[config.mk]
export PLATFORM = sky130hd
export DESIGN_NAME = caravel_sram_scan_ctrl_flat
export DESIGN_NICKNAME = d
export VERILOG_FILES = /design/src/rtl/caravel_sram_scan_ctrl_if.sv /design/src/rtl/caravel_sram_scan_ctrl.sv /design/src/flat_wrapper.sv
export SDC_FILE = /design/constraint.sdc
export NUM_CORES = 1
export LEC_CHECK = 0
export ABC_AREA = 1
export CORE_AREA = 2 2 455 457
export CTS_BUF_LIST = sky130_fd_sc_hd__clkbuf_4
export DETAILED_ROUTE_END_ITERATION = 10
export DIE_AREA = 0 0 457 459
export DONT_BUFFER_PORTS = 1
export GPL_ROUTABILITY_DRIVEN = 0
export MAX_ROUTING_LAYER = met4
export PLACE_DENSITY = 0.3
export REMOVE_ABC_BUFFERS = 1
export SLEW_MARGIN = 30
export SYNTH_ARGS = -nofsm -noshare
export SYNTH_HDL_FRONTEND = slang
export SYNTH_SLANG_ARGS = --single-unit
export TNS_END_PERCENT = 50
[constraint.sdc]
create_clock -name clock -period 6.8 [get_ports clock]
set_input_delay 1.36 -clock clock [delete_from_list [all_inputs] [get_ports clock]]
set_output_delay 1.36 -clock clock [all_outputs]
set_load 0.01 [all_outputs]
[src/rtl/caravel_sram_scan_ctrl_if.sv]
// SRAM-side bus between the scan controller (master) and the attached OpenRAM macros (slave).
interface caravel_sram_scan_ctrl_if #(
    parameter int NUM_SRAMS = 16,
    parameter int DATA_W    = 32,
    parameter int ADDR_W    = 16
);
    logic [NUM_SRAMS-1:0]        sram_csb0;
    logic                        sram_web0;
    logic [ADDR_W-1:0]           sram_addr0;
    logic [DATA_W-1:0]           sram_din0;
    logic [3:0]                  sram_wmask0;
    logic [NUM_SRAMS-1:0]        sram_csb1;
    logic                        sram_web1;
    logic [ADDR_W-1:0]           sram_addr1;
    logic [DATA_W-1:0]           sram_din1;
    logic [3:0]                  sram_wmask1;
    logic [NUM_SRAMS*DATA_W-1:0] sram_dout0_all;
    logic [NUM_SRAMS*DATA_W-1:0] sram_dout1_all;

    modport master (
        output sram_csb0, sram_web0, sram_addr0, sram_din0, sram_wmask0,
        output sram_csb1, sram_web1, sram_addr1, sram_din1, sram_wmask1,
        input  sram_dout0_all, sram_dout1_all
    );

    modport slave (
        input  sram_csb0, sram_web0, sram_addr0, sram_din0, sram_wmask0,
        input  sram_csb1, sram_web1, sram_addr1, sram_din1, sram_wmask1,
        output sram_dout0_all, sram_dout1_all
    );
endinterface

[src/rtl/caravel_sram_scan_ctrl.sv]
// Serial scan-chain controller driving up to NUM_SRAMS OpenRAM macros from a few GPIO pins.
// Optional macro SRAM_SEL_CHECK_EN adds a sticky sel_err output for out-of-range macro selects.
module caravel_sram_scan_ctrl #(
    parameter int NUM_SRAMS = 16,
    parameter int DATA_W    = 32,
    parameter int ADDR_W    = 16
) (
    input  logic clock,
    input  logic reset,
    input  logic scan_en,
    input  logic scan_in,
    output logic scan_out,
    input  logic sram_load,
    input  logic global_csb,
`ifdef SRAM_SEL_CHECK_EN
    output logic sel_err,
`endif
    caravel_sram_scan_ctrl_if.master sram
);

    localparam int SEL_W      = 4;
    localparam int WMASK1_LSB = 0;
    localparam int WEB1_BIT   = 4;
    localparam int CSB1_BIT   = 5;
    localparam int DIN1_LSB   = 6;
    localparam int ADDR1_LSB  = DIN1_LSB + DATA_W;
    localparam int WMASK0_LSB = ADDR1_LSB + ADDR_W;
    localparam int WEB0_BIT   = WMASK0_LSB + 4;
    localparam int CSB0_BIT   = WEB0_BIT + 1;
    localparam int DIN0_LSB   = CSB0_BIT + 1;
    localparam int ADDR0_LSB  = DIN0_LSB + DATA_W;
    localparam int SEL_LSB    = ADDR0_LSB + ADDR_W;
    localparam int CHAIN_W    = SEL_LSB + SEL_W;

    logic [CHAIN_W-1:0] r_chain;
    logic [SEL_W-1:0]   w_sel;
    logic [SEL_W-1:0]   r_selQ;
    logic               w_csb0Fld;
    logic               w_web0Fld;
    logic               w_csb1Fld;
    logic               w_web1Fld;
    logic               w_strobe;
    logic               w_selOk;
    logic               r_capture;
    logic               r_rd0Pend;
    logic               r_rd1Pend;
    logic [DATA_W-1:0]  r_dout0Q;
    logic [DATA_W-1:0]  r_dout1Q;
    logic [DATA_W-1:0]  w_dout0Sel;
    logic [DATA_W-1:0]  w_dout1Sel;

    assign w_sel     = r_chain[SEL_LSB +: SEL_W];
    assign w_csb0Fld = r_chain[CSB0_BIT];
    assign w_web0Fld = r_chain[WEB0_BIT];
    assign w_csb1Fld = r_chain[CSB1_BIT];
    assign w_web1Fld = r_chain[WEB1_BIT];
    assign w_strobe  = ~global_csb & ~scan_en;
    assign scan_out  = r_chain[CHAIN_W-1];

    assign sram.sram_web0   = w_web0Fld;
    assign sram.sram_addr0  = r_chain[ADDR0_LSB +: ADDR_W];
    assign sram.sram_din0   = r_chain[DIN0_LSB +: DATA_W];
    assign sram.sram_wmask0 = r_chain[WMASK0_LSB +: 4];
    assign sram.sram_web1   = w_web1Fld;
    assign sram.sram_addr1  = r_chain[ADDR1_LSB +: ADDR_W];
    assign sram.sram_din1   = r_chain[DIN1_LSB +: DATA_W];
    assign sram.sram_wmask1 = r_chain[WMASK1_LSB +: 4];

    // Chip selects are only ever low during a strobe cycle; reset forces them high too.
    for (genvar k = 0; k < NUM_SRAMS; k++) begin : g_csb
        assign sram.sram_csb0[k] = reset | global_csb | scan_en | w_csb0Fld | (w_sel != SEL_W'(k));
        assign sram.sram_csb1[k] = reset | global_csb | scan_en | w_csb1Fld | (w_sel != SEL_W'(k));
    end

`ifdef SRAM_SEL_CHECK_EN
    logic r_selErr;

    assign w_selOk = (int'(w_sel) < NUM_SRAMS);
    assign sel_err = r_selErr;

    always_ff @(posedge clock or posedge reset) begin
        if (reset) begin
            r_selErr <= 1'b0;
        end else if (w_strobe && !w_selOk) begin
            r_selErr <= 1'b1;
        end
    end
`else
    assign w_selOk = 1'b1;
`endif

    always_ff @(posedge clock or posedge reset) begin
        if (reset) begin
            r_chain <= '0;
        end else if (scan_en) begin
            r_chain <= {r_chain[CHAIN_W-2:0], scan_in};
        end else if (sram_load) begin
            r_chain[DIN0_LSB +: DATA_W] <= r_dout0Q;
            r_chain[DIN1_LSB +: DATA_W] <= r_dout1Q;
        end
    end

    // Strobe stage: remember which ports performed a read and from which macro.
    always_ff @(posedge clock or posedge reset) begin
        if (reset) begin
            r_capture <= 1'b0;
            r_rd0Pend <= 1'b0;
            r_rd1Pend <= 1'b0;
            r_selQ    <= '0;
        end else begin
            r_capture <= w_strobe;
            if (w_strobe) begin
                r_rd0Pend <= w_selOk & ~w_csb0Fld & w_web0Fld;
                r_rd1Pend <= w_selOk & ~w_csb1Fld & w_web1Fld;
                r_selQ    <= w_sel;
            end else begin
                r_rd0Pend <= 1'b0;
                r_rd1Pend <= 1'b0;
            end
        end
    end

    // An out-of-range select matches no macro and yields zero.
    always_comb begin
        w_dout0Sel = '0;
        w_dout1Sel = '0;
        for (int k = 0; k < NUM_SRAMS; k++) begin
            if (r_selQ == SEL_W'(k)) begin
                w_dout0Sel = sram.sram_dout0_all[k*DATA_W +: DATA_W];
                w_dout1Sel = sram.sram_dout1_all[k*DATA_W +: DATA_W];
            end
        end
    end

    always_ff @(posedge clock or posedge reset) begin
        if (reset) begin
            r_dout0Q <= '0;
            r_dout1Q <= '0;
        end else if (r_capture) begin
            r_dout0Q <= r_rd0Pend ? w_dout0Sel : '0;
            r_dout1Q <= r_rd1Pend ? w_dout1Sel : '0;
        end
    end

endmodule

[src/flat_wrapper.sv]
// flat-port wrapper written by rule: the top's interface ports become plain ports
module caravel_sram_scan_ctrl_flat 
#(
    parameter int NUM_SRAMS = 16,
    parameter int DATA_W    = 32,
    parameter int ADDR_W    = 16
)
  (clock, reset, scan_en, scan_in, scan_out, sram_load, global_csb, sram_sram_csb0, sram_sram_web0, sram_sram_addr0, sram_sram_din0, sram_sram_wmask0, sram_sram_csb1, sram_sram_web1, sram_sram_addr1, sram_sram_din1, sram_sram_wmask1, sram_sram_dout0_all, sram_sram_dout1_all);
  caravel_sram_scan_ctrl_if #(.NUM_SRAMS(NUM_SRAMS), .DATA_W(DATA_W), .ADDR_W(ADDR_W)) sram_i ();
  input  logic clock;
  input  logic reset;
  input  logic scan_en;
  input  logic scan_in;
  output logic scan_out;
  input  logic sram_load;
  input  logic global_csb;
  output wire logic [$bits(sram_i.sram_csb0)-1:0] sram_sram_csb0;
  output wire logic [$bits(sram_i.sram_web0)-1:0] sram_sram_web0;
  output wire logic [$bits(sram_i.sram_addr0)-1:0] sram_sram_addr0;
  output wire logic [$bits(sram_i.sram_din0)-1:0] sram_sram_din0;
  output wire logic [$bits(sram_i.sram_wmask0)-1:0] sram_sram_wmask0;
  output wire logic [$bits(sram_i.sram_csb1)-1:0] sram_sram_csb1;
  output wire logic [$bits(sram_i.sram_web1)-1:0] sram_sram_web1;
  output wire logic [$bits(sram_i.sram_addr1)-1:0] sram_sram_addr1;
  output wire logic [$bits(sram_i.sram_din1)-1:0] sram_sram_din1;
  output wire logic [$bits(sram_i.sram_wmask1)-1:0] sram_sram_wmask1;
  input wire logic [$bits(sram_i.sram_dout0_all)-1:0] sram_sram_dout0_all;
  input wire logic [$bits(sram_i.sram_dout1_all)-1:0] sram_sram_dout1_all;
  assign sram_sram_csb0 = sram_i.sram_csb0;
  assign sram_sram_web0 = sram_i.sram_web0;
  assign sram_sram_addr0 = sram_i.sram_addr0;
  assign sram_sram_din0 = sram_i.sram_din0;
  assign sram_sram_wmask0 = sram_i.sram_wmask0;
  assign sram_sram_csb1 = sram_i.sram_csb1;
  assign sram_sram_web1 = sram_i.sram_web1;
  assign sram_sram_addr1 = sram_i.sram_addr1;
  assign sram_sram_din1 = sram_i.sram_din1;
  assign sram_sram_wmask1 = sram_i.sram_wmask1;
  assign sram_i.sram_dout0_all = sram_sram_dout0_all;
  assign sram_i.sram_dout1_all = sram_sram_dout1_all;
  caravel_sram_scan_ctrl #(.NUM_SRAMS(NUM_SRAMS), .DATA_W(DATA_W), .ADDR_W(ADDR_W)) u_core (.clock(clock), .reset(reset), .scan_en(scan_en), .scan_in(scan_in), .scan_out(scan_out), .sram_load(sram_load), .global_csb(global_csb), .sram(sram_i));
endmodule
==> impl_metrics.csv, run 1 <==
group,metric,value,unit
status,outcome,"completed",
logic_synthesis,ys_warn_count,0,
setup_path,reg2reg_slack,2.80,ns
clock_network,clk_path_buf_depth,2,
placed_design,port_buffers,0,
drt,drt-total-wl,157000,um
clock_network,clk_latency,0.85,ns
logic_synthesis,syn_avg_cell_area,5.79,sq um
min_path,hold_path.class,"in -> async",
floorplan,fp.dieArea,210000,sq um
floorplan,rows,167,
clock_network,clkTransAtPathRegs,0.22,ns
pwr,p_leak,8.13,nW
timing,report.final.slew_viol_count,0,
setup_path,startpoint_type,"input pin",
placed_design,dpl.hpwl,128000,um
logic_synthesis,synth-xor-area-share,0,
layout,area_growth,18.4,%
logic_synthesis,netlist_area,16400,sq um
clock_network,h-tree-depth,4,
timing,finalSetupViolCount,0,
clock_network,post_cts_resized,0,
setup_path,criticalPathCategory,"in -> out",
drt,ant_nets,0,
layout,final_cell_mix,"nand2_1 (943), nor2_1 (337), inv_1 (271)",
logic_synthesis,ys_seq_area_frac,0.280,
floorplan,start_util,0.0796,
floorplan,die_w,457,um
timing,tightest_slew,0.916,ns
global_route,antenna_found_initial,89,
logic_synthesis,yosys.area_share.simple,0.497,
pwr,power_density,234,nW/um^2
clock_network,cts_tree,"built",
flow_run,drv_cap,0,
global_route,grt_pass1_vias,19800,
timing,layout_min_cycle_time,4.15,ns
global_route,grt_max_degree,120,
logic_synthesis,synth.distinct_cells,22,
clock_network,postCtsSetupRepairBufs,0,
drt,wl_per_cell,29.0,um
pwr,total_power,4.53,mW
setup_path,cp.arrival,2.79,ns
floorplan,die_h,459,um
logic_synthesis,synth_top_family_by_area,"simple AND/OR/NAND/NOR gates",
setup_path,cp_data_required_time,5.44,ns
global_route,grt_pass1_wl,199000,um
timing,period_share,0.610,
global_route,grt_overflow,0,
clock_network,holdBufCountCts,0,
setup_path,r2r_end,"u_core.r_dout0Q[20]$_DFFE_PP0P_",
timing,max-slew-margin-rel,0.387,
timing,timing.fmax,0.241,GHz
clock_network,clock-sinks,183,
layout,nets,3648,
timing,hold_viol,0,
layout,design_area,19400,sq um
timing,rsz0062_at_grt,"no",
setup_path,worstPathMaxFanout,119,
drt,drc_errors,0,
drt,via_per_inst,3.66,
setup_path,cp-end-kind,"output pin",
drt,dr.pass1.iters,7,
placed_design,dpl.cell_count,5303,
setup_path,reg2reg_from,"u_core.r_selQ[0]$_DFFE_PP0P_",
logic_synthesis,synth_compound_area_frac,0.0673,
global_route,track_usage,0.147,
clock_network,cts_root_buffer,"clkbuf_4",
logic_synthesis,synthMuxAreaShare,0,
layout,drive_gt1_frac,0.0468,
logic_synthesis,yosys_register_bits,183,
drt,first_iter_violations,1631,
floorplan,io_pins,1169,
timing,clock_skew,0.0387,ns
logic_synthesis,synth_adder_area_share,0,
pwr,ir_drop,0.111,mV
logic_synthesis,synthCells,2828,
layout,layout.cells.non_filler,5390,
layout,final_common_cell,"nand2_1",
clock_network,cts_buffers,17,
drt,vias,19700,
setup_path,reg2reg_depth,11,
placed_design,dpl_cell_area,18900,sq um
floorplan,core,206000,sq um
==> cells in the mapped netlist <==
cell | count | area share
nand3_1 | 192 | 0.059
buf_1 | 12 | 0.0028
o21ai_0 | 12 | 0.0037
nor2_2 | 5 | 0.0019
clkbuf_2 | 1 | 0.00031
inv_1 | 272 | 0.062
o22ai_1 | 64 | 0.024
nand2_2 | 1 | 0.00038
or2_0 | 56 | 0.021
clkbuf_1 | 136 | 0.031
or2_2 | 8 | 0.0031
dfrtp_1 | 183 | 0.28
inv_2 | 5 | 0.0011
nor2_1 | 347 | 0.080
nor3_1 | 132 | 0.040
nor3_2 | 1 | 0.00061
buf_6 | 5 | 0.0034
nand4_1 | 192 | 0.073
buf_4 | 105 | 0.048
buf_2 | 23 | 0.0070
nand2_1 | 948 | 0.22
a21oi_1 | 128 | 0.039
==> cells by family after synthesis <==
| logic type | Yosys count |
|---|---|
| simple gates | 1882 |
| compound gates | 204 |
| buf+inv | 559 |
| flops | 183 |
==> worst max-delay path by stage <==
stage | from | to | slack (ns)
2_1_floorplan | u_core.r_selQ[2]$_DFFE_PP0P_ | u_core.r_dout0Q[27]$_DFFE_PP0P_ | -2.19
3_3_place_gp | scan_en | sram_sram_csb0[1] | 2.76
3_5_place_dp | scan_en | sram_sram_csb0[1] | 2.72
4_1_cts | u_core.r_selQ[0]$_DFFE_PP0P_ | u_core.r_dout0Q[30]$_DFFE_PP0P_ | 2.64
5_1_grt | u_core.r_selQ[0]$_DFFE_PP0P_ | u_core.r_dout0Q[20]$_DFFE_PP0P_ | 2.49
6_report | scan_en | sram_sram_csb0[1] | 2.65
==> worst max-delay path, cell delays in order <==
cell,delay [ns]
nor2_1,0.47
inv_1,0.19
nor3_1,0.20
buf_4,0.25
nand2_1,0.14
==> sequential cells by signal, indices dropped and copies added (netlist names) <==
register          count
u_core.r_selQ         4
u_core.r_rd0Pend      1
u_core.r_dout1Q      32
u_core.r_dout0Q      32
u_core.r_rd1Pend      1
u_core.r_chain      112
u_core.r_capture      1
==> routing by layer <==
metal,part of all wire,vias up,GRT usage
met4,0.070,0,0.0875
met2,0.52,1349,0.270
met1,0.33,9469,0.138
met3,0.076,308,0.0398
met5,0,-,-
li1,-,8619,-
==> layout make-up <==
type                    instances  area [sq um]
clock buffers                  17           128
well taps                    2704          3380
diodes                         55           138
clock inverters                15           229
inverters                     277          1060
flip-flops and latches        183          4580
multi-input cells            2086          9370
fillers                     24600        186000
repair buffers                 53           500
==> report_power, final <==
group	total [mW]	internal, mW	switching, mW
Sequential	1.45	1.20	0.248
Clock	0.792	0.247	0.544
Combinational	2.29	0.551	1.74
==> metrics by stage <==
step / hold WS [ns] / worst slack, ns / TNS [ns] / utilization
floorplan: 0.450 / -2.19 / -130.80 / -
global placement: 0.464 / 2.76 / 0 / 0.0914
detailed placement: 0.466 / 2.72 / 0 / 0.0919
CTS: 0.320 / 2.64 / 0 / 0.0936
global route: 0.344 / 2.49 / 0 / 0.0943
finish: 0.441 / 2.65 / 0 / 0.0943
(Power assumes the default switching activity.)
==> run 2, diff against run 1 <==
==> constraint.sdc (replaced) <==
create_clock -name clock -period 3.7 [get_ports clock]
set_input_delay 0.74 -clock clock [delete_from_list [all_inputs] [get_ports clock]]
set_output_delay 0.74 -clock clock [all_outputs]
set_load 0.01 [all_outputs]
==> impl_metrics.csv, run 2 (same netlist as run 1, synthesis figures left out) <==
group,metric,value,unit
drt,first_iter_violations,1518,
setup_path,worstPathMaxFanout,59,
setup_path,cp-end-kind,"flip-flop",
global_route,grt_pass1_vias,20900,
setup_path,cp.arrival,4.39,ns
timing,period_share,0.959,
clock_network,cts_root_buffer,"clkbuf_4",
timing,tightest_slew,0.765,ns
floorplan,start_util,0.0796,
timing,timing.fmax,0.282,GHz
global_route,grt_max_degree,99,
drt,vias,20500,
layout,nFillCells,24500,
setup_path,criticalPathCategory,"reg -> reg",
placed_design,pre_cts_ws,0.0516,ns
setup_path,cp_slowest_cell,"dfrtp_2",
pwr,seqPwrFrac,0.313,
floorplan,rows,167,
timing,layout_setup_ws,0.151,ns
setup_path,setup.worst_path.end,"u_core.r_dout1Q[15]$_DFFE_PP0P_",
setup_path,reg2reg_slack,0.15,ns
pwr,clkPwrFrac,0.150,
layout,top_register,"u_core.r_chain",
clock_network,cts_buffers,17,
timing,max-slew-margin-rel,0.490,
pwr,p_comb_frac,0.537,
timing,finalSetupViolCount,0,
drt,ant_nets,0,
global_route,grt_pass1_wl,205000,um
layout,final_common_cell,"nand2_1",
pwr,power_density,410,nW/um^2
setup_path,path_cells,"nor2_4, buf_12, buf_4, nand3_1, nand3_1, nand2_1, nand4_1, nor3_1, nand4_1, nor2_1, nand4_1, dlygate4sd3_1, nand2_1, nand2_1",
global_route,grt_overflow,0,
layout,postLayoutCoreUtil,0.102,
pwr,power.switching,4.75,mW
layout,drive_gt1_frac,0.0604,
clock_network,clock-sinks,183,
drt,drc_errors,0,
flow_run,drv_cap,0,
status,outcome,"completed",
clock_network,cts_tree,"built",
clock_network,clkTransAtPathRegs,0.21,ns
floorplan,die_w,457,um
layout,top_regs,"u_core.r_chain: 112 flops, u_core.r_dout0Q: 32 flops, u_core.r_dout1Q: 32 flops",
layout,largest_reg_flops,112,
setup_path,r2r_end,"u_core.r_dout1Q[15]$_DFFE_PP0P_",
pwr,swShare,0.552,
drt,drt-total-wl,160000,um
layout,regArea,4580,sq um
layout,area_growth,28.1,%
floorplan,core,206000,sq um
drt,via_per_inst,3.69,
pwr,p_leak,8.75,nW
clock_network,h-tree-depth,4,
timing,hold_viol,0,
pwr,total_power,8.61,mW
timing,clock_skew,0.0511,ns
layout,nets,3800,
floorplan,io_pins,1169,
drt,wl_per_cell,28.8,um
drt,dr.pass1.iters,5,
clock_network,clk_latency,0.93,ns
timing,report.final.slew_viol_count,0,
min_path,hold_path.class,"in -> reg",
setup_path,slowest_delay,0.60,ns
setup_path,cp_data_required_time,4.54,ns
placed_design,port_buffers,0,
layout,multi_input_area,9390,sq um
floorplan,fp.dieArea,210000,sq um
setup_path,crit_start,"u_core.r_selQ[2]$_DFFE_PP0P_",
pwr,p_int,3.85,mW
timing,layout_min_cycle_time,3.55,ns
setup_path,reg2reg_depth,14,
setup_path,startpoint_type,"flip-flop",
setup_path,reg2reg_from,"u_core.r_selQ[2]$_DFFE_PP0P_",
pwr,ir_drop,0.247,mV
layout,final_cell_mix,"nand2_1 (943), nor2_1 (335), inv_1 (271)",
timing,holdWs,0.122,ns
global_route,track_usage,0.152,
placed_design,dpl.hpwl,130000,um
timing,rsz0062_at_grt,"no",
global_route,antenna_found_initial,86,
clock_network,clk_path_buf_depth,2,
floorplan,die_h,459,um
-- run 2: critical path, delay by kind of cell, from the launching register on --
family	cells	cell delay, ns
buf+inv	3	1.02
flops	1	0.60
simple gates	11	1.75
-- run 2: power groups by stage --
| stage | Sequential [mW] | Combinational, mW | Clock (mW) |
|---|---|---|---|
| after floorplan | 2.48 | 2.00 | 0 |
| after global placement | 2.75 | 4.45 | 0 |
| after detailed placement | 2.74 | 4.47 | 0 |
| after CTS | 2.71 | 4.72 | 1.43 |
| after global routing | 2.73 | 5.04 | 1.49 |
| final | 2.69 | 4.62 | 1.29 |
-- run 2: worst min-delay path by stage --
stage | from | slack [ns] | cells after the start | end
after floorplan | u_core.r_dout0Q[0]$_DFFE_PP0P_ | 0.45 | 2 | u_core.r_dout0Q[0]$_DFFE_PP0P_
after global placement | u_core.r_dout1Q[15]$_DFFE_PP0P_ | 0.47 | 2 | u_core.r_dout1Q[15]$_DFFE_PP0P_
after detailed placement | u_core.r_dout1Q[26]$_DFFE_PP0P_ | 0.47 | 2 | u_core.r_dout1Q[26]$_DFFE_PP0P_
after CTS | sram_sram_dout0_all[409] | 0.0005 | 4 | u_core.r_dout0Q[25]$_DFFE_PP0P_
after global routing | sram_sram_dout0_all[409] | -0.03 | 4 | u_core.r_dout0Q[25]$_DFFE_PP0P_
final | sram_sram_dout0_all[417] | 0.12 | 4 | u_core.r_dout0Q[1]$_DFFE_PP0P_
-- run 2: area by class of cell --
type	count	share of cell area
multi-input cells	2086	0.448
diodes	62	0.00740
well taps	2704	0.161
repair buffers	205	0.103
inverters	277	0.0504
clock buffers	18	0.00644
flip-flops and latches	183	0.219
clock inverters	13	0.00549
-- run 2: repair_timing --
action	in CTS	in global routing
gates resized for setup	0	11
buffers inserted	0	1
hold buffers	112	0
setup endpoints to repair	0	18
endpoints found under the hold margin	224	0
-- run 2: metal layers --
layer / share of wire / up-vias / track usage
met4: 0.068 / 0 / 0.0942
met1: 0.34 / 9905 / 0.144
met3: 0.067 / 301 / 0.0380
li1: - / 8922 / -
met2: 0.52 / 1334 / 0.274
met5: 0 / - / -
-- run 2: per-stage QoR --
step,cells,instance area [sq um],setup TNS (ns)
6_report,5548,21000,0
5_1_grt,5539,20900,0
3_3_place_gp,5342,19400,0
3_5_place_dp,5342,19400,0
4_1_cts,5485,20800,0
2_1_floorplan,2546,14900,-697.40
==> run 3, diff against run 2 <==
--- a/config.mk
+++ b/config.mk
@@ -12,6 +12,7 @@
 export DIE_AREA = 0 0 457 459
 export DONT_BUFFER_PORTS = 1
 export GPL_ROUTABILITY_DRIVEN = 0
+export HOLD_SLACK_MARGIN = 0.06
 export MAX_ROUTING_LAYER = met4
 export PLACE_DENSITY = 0.3
 export REMOVE_ABC_BUFFERS = 1
==> impl_metrics.csv, run 3 (same netlist as run 1, synthesis figures left out) <==
group,metric,value,unit
status,outcome,"completed",
global_route,grt_pass1_vias,21100,
global_route,track_usage,0.151,
clock_network,h-tree-depth,4,
global_route,grt_overflow,0,
layout,nFillCells,24500,
floorplan,rows,167,
layout,final_cell_mix,"nand2_1 (943), nor2_1 (336), inv_1 (271)",
timing,report.final.slew_viol_count,0,
layout,postLayoutCoreUtil,0.104,
floorplan,fp.dieArea,210000,sq um
drt,vias,20700,
flow_run,drv_cap,0,
timing,layout_min_cycle_time,3.57,ns
setup_path,startpoint_type,"flip-flop",
setup_path,crit_start,"u_core.r_selQ[2]$_DFFE_PP0P_",
drt,drc_errors,0,
pwr,power_density,406,nW/um^2
timing,clock_skew,0.0500,ns
setup_path,cp_slowest_cell,"dfrtp_2",
setup_path,cp.arrival,4.38,ns
layout,final_common_cell,"nand2_1",
clock_network,clkTransAtPathRegs,0.18,ns
setup_path,cp_num_cells,13,
drt,dr.pass1.iters,5,
placed_design,dpl.hpwl,130000,um
drt,via_per_inst,3.70,
timing,finalSetupViolCount,0,
min_path,min_delay_path_depth,4,
global_route,grt_max_degree,117,
layout,nets,3849,
floorplan,die_h,459,um
clock_network,cts_buffers,17,
global_route,grt_pass1_wl,205000,um
layout,top_regs,"u_core.r_chain: 112 flops, u_core.r_dout0Q: 32 flops, u_core.r_dout1Q: 32 flops",
drt,wl_per_cell,28.5,um
setup_path,slowest_delay,0.56,ns
setup_path,worstPathMaxFanout,62,
timing,timing.fmax,0.280,GHz
drt,drt-total-wl,160000,um
timing,holdWs,0.177,ns
pwr,p_leak,8.93,nW
layout,area_growth,31.0,%
setup_path,reg2reg_depth,13,
layout,top_register,"u_core.r_chain",
global_route,antenna_found_initial,81,
floorplan,io_pins,1169,
floorplan,core,206000,sq um
timing,tightest_slew,0.967,ns
setup_path,setup.worst_path.end,"u_core.r_dout1Q[5]$_DFFE_PP0P_",
setup_path,cp_data_required_time,4.52,ns
setup_path,cp_top_family,"simple AND/OR/NAND/NOR gates",
timing,max-slew-margin-rel,0.355,
clock_network,clk_path_buf_depth,2,
setup_path,criticalPathCategory,"reg -> reg",
floorplan,start_util,0.0796,
timing,hold_viol,0,
floorplan,die_w,457,um
drt,ant_nets,0,
min_path,hold_path.class,"in -> reg",
pwr,ir_drop,0.245,mV
setup_path,r2r_end,"u_core.r_dout1Q[5]$_DFFE_PP0P_",
clock_network,cts_root_buffer,"clkbuf_4",
setup_path,path_cells,"nor2_4, nand2_4, buf_12, or2_0, nand2_1, nand4_1, nor3_1, nand4_1, nor2_1, nand4_1, nand2_1, dlygate4sd3_1, nand2_1",
clock_network,clk_latency,0.93,ns
timing,tns,0,ns
clock_network,clock-sinks,183,
clock_network,cts_tree,"built",
drt,first_iter_violations,1643,
setup_path,reg2reg_slack,0.13,ns
layout,largest_reg_flops,112,
setup_path,reg2reg_from,"u_core.r_selQ[2]$_DFFE_PP0P_",
layout,drive_gt1_frac,0.0586,
placed_design,port_buffers,0,
timing,period_share,0.964,
setup_path,path_buf_inv,2,
setup_path,cp-end-kind,"flip-flop",
==> run 3: changes by cell type in the layout (fill, tap and decap cells not counted) <==
cell / change
buf_12: -1
diode_2: -3
dfrtp_2: -1
buf_4: +1
nor2_2: -2
dfrtp_1: +1
nor2_4: +1
dlygate4sd3_1: +49
nor2_1: +1
==> run 3: area by class of cell <==
cell class	count	area, sq um	share of cell area
clock buffer	18	135	0.00630
tap	2704	3380	0.158
sequential	183	4580	0.214
timing repair buffer	254	2630	0.123
antenna	59	148	0.00689
multi-input combinational	2086	9390	0.438
inverter	277	1060	0.0493
clock inverter	13	115	0.00537
==> run 3: metrics by stage <==
stage | instances | area, sq um | power (mW) | worst slack, ns
after global placement | 5342 | 19400 | 7.19 | 0.0777
after CTS | 5533 | 21200 | 8.96 | 0.0198
after global routing | 5584 | 21400 | 9.37 | -0.00463
after floorplan | 2546 | 14900 | 4.48 | -5.29
after detailed placement | 5342 | 19400 | 7.22 | 0.0516
final | 5594 | 21400 | 8.70 | 0.135
==> run 3: worst min-delay path by stage <==
stage                                    startpoint                              end  slack [ns]
floorplan            u_core.r_dout0Q[0]$_DFFE_PP0P_   u_core.r_dout0Q[0]$_DFFE_PP0P_        0.45
global placement    u_core.r_dout1Q[15]$_DFFE_PP0P_  u_core.r_dout1Q[15]$_DFFE_PP0P_        0.47
detailed placement  u_core.r_dout1Q[26]$_DFFE_PP0P_  u_core.r_dout1Q[26]$_DFFE_PP0P_        0.47
CTS                        sram_sram_dout0_all[435]  u_core.r_dout0Q[19]$_DFFE_PP0P_        0.06
global route               sram_sram_dout0_all[500]  u_core.r_dout0Q[20]$_DFFE_PP0P_        0.03
finish                     sram_sram_dout0_all[495]  u_core.r_dout0Q[15]$_DFFE_PP0P_        0.18
==> run 3: worst reg2reg max path, cell delays in order (launching register included) <==
cell	delay, ns
dfrtp_2	0.56
nor2_4	0.23
nand2_4	0.09
buf_12	0.17
or2_0	0.38
nand2_1	0.17
nand4_1	0.20
nor3_1	0.25
nand4_1	0.12
nor2_1	0.41
nand4_1	0.18
nand2_1	0.10
dlygate4sd3_1	0.56
nand2_1	0.05
==> run 3: timing repair <==
item / CTS / global route
endpoints found under the setup margin: 0 / 28
buffers inserted: 0 / 2
hold endpoints to repair: 249 / 0
gates resized for setup: 0 / 10
hold buffers: 160 / 0
==> run 3: per-layer routing <==
metal	share of wire	vias to the layer above	global-route usage
met2	0.52	1362	0.275
met1	0.34	10000	0.145
li1	-	9011	-
met4	0.070	0	0.0916
met5	0	-	-
met3	0.067	342	0.0355
==> run 3: power breakdown <==
part	internal (mW)	switching [mW]	total, mW	leakage (nW)
clock network	0.296	0.999	1.29	0.142
registers	2.21	0.476	2.69	2.36
logic	1.43	3.28	4.71	6.42
total	3.94	4.75	8.70	8.93
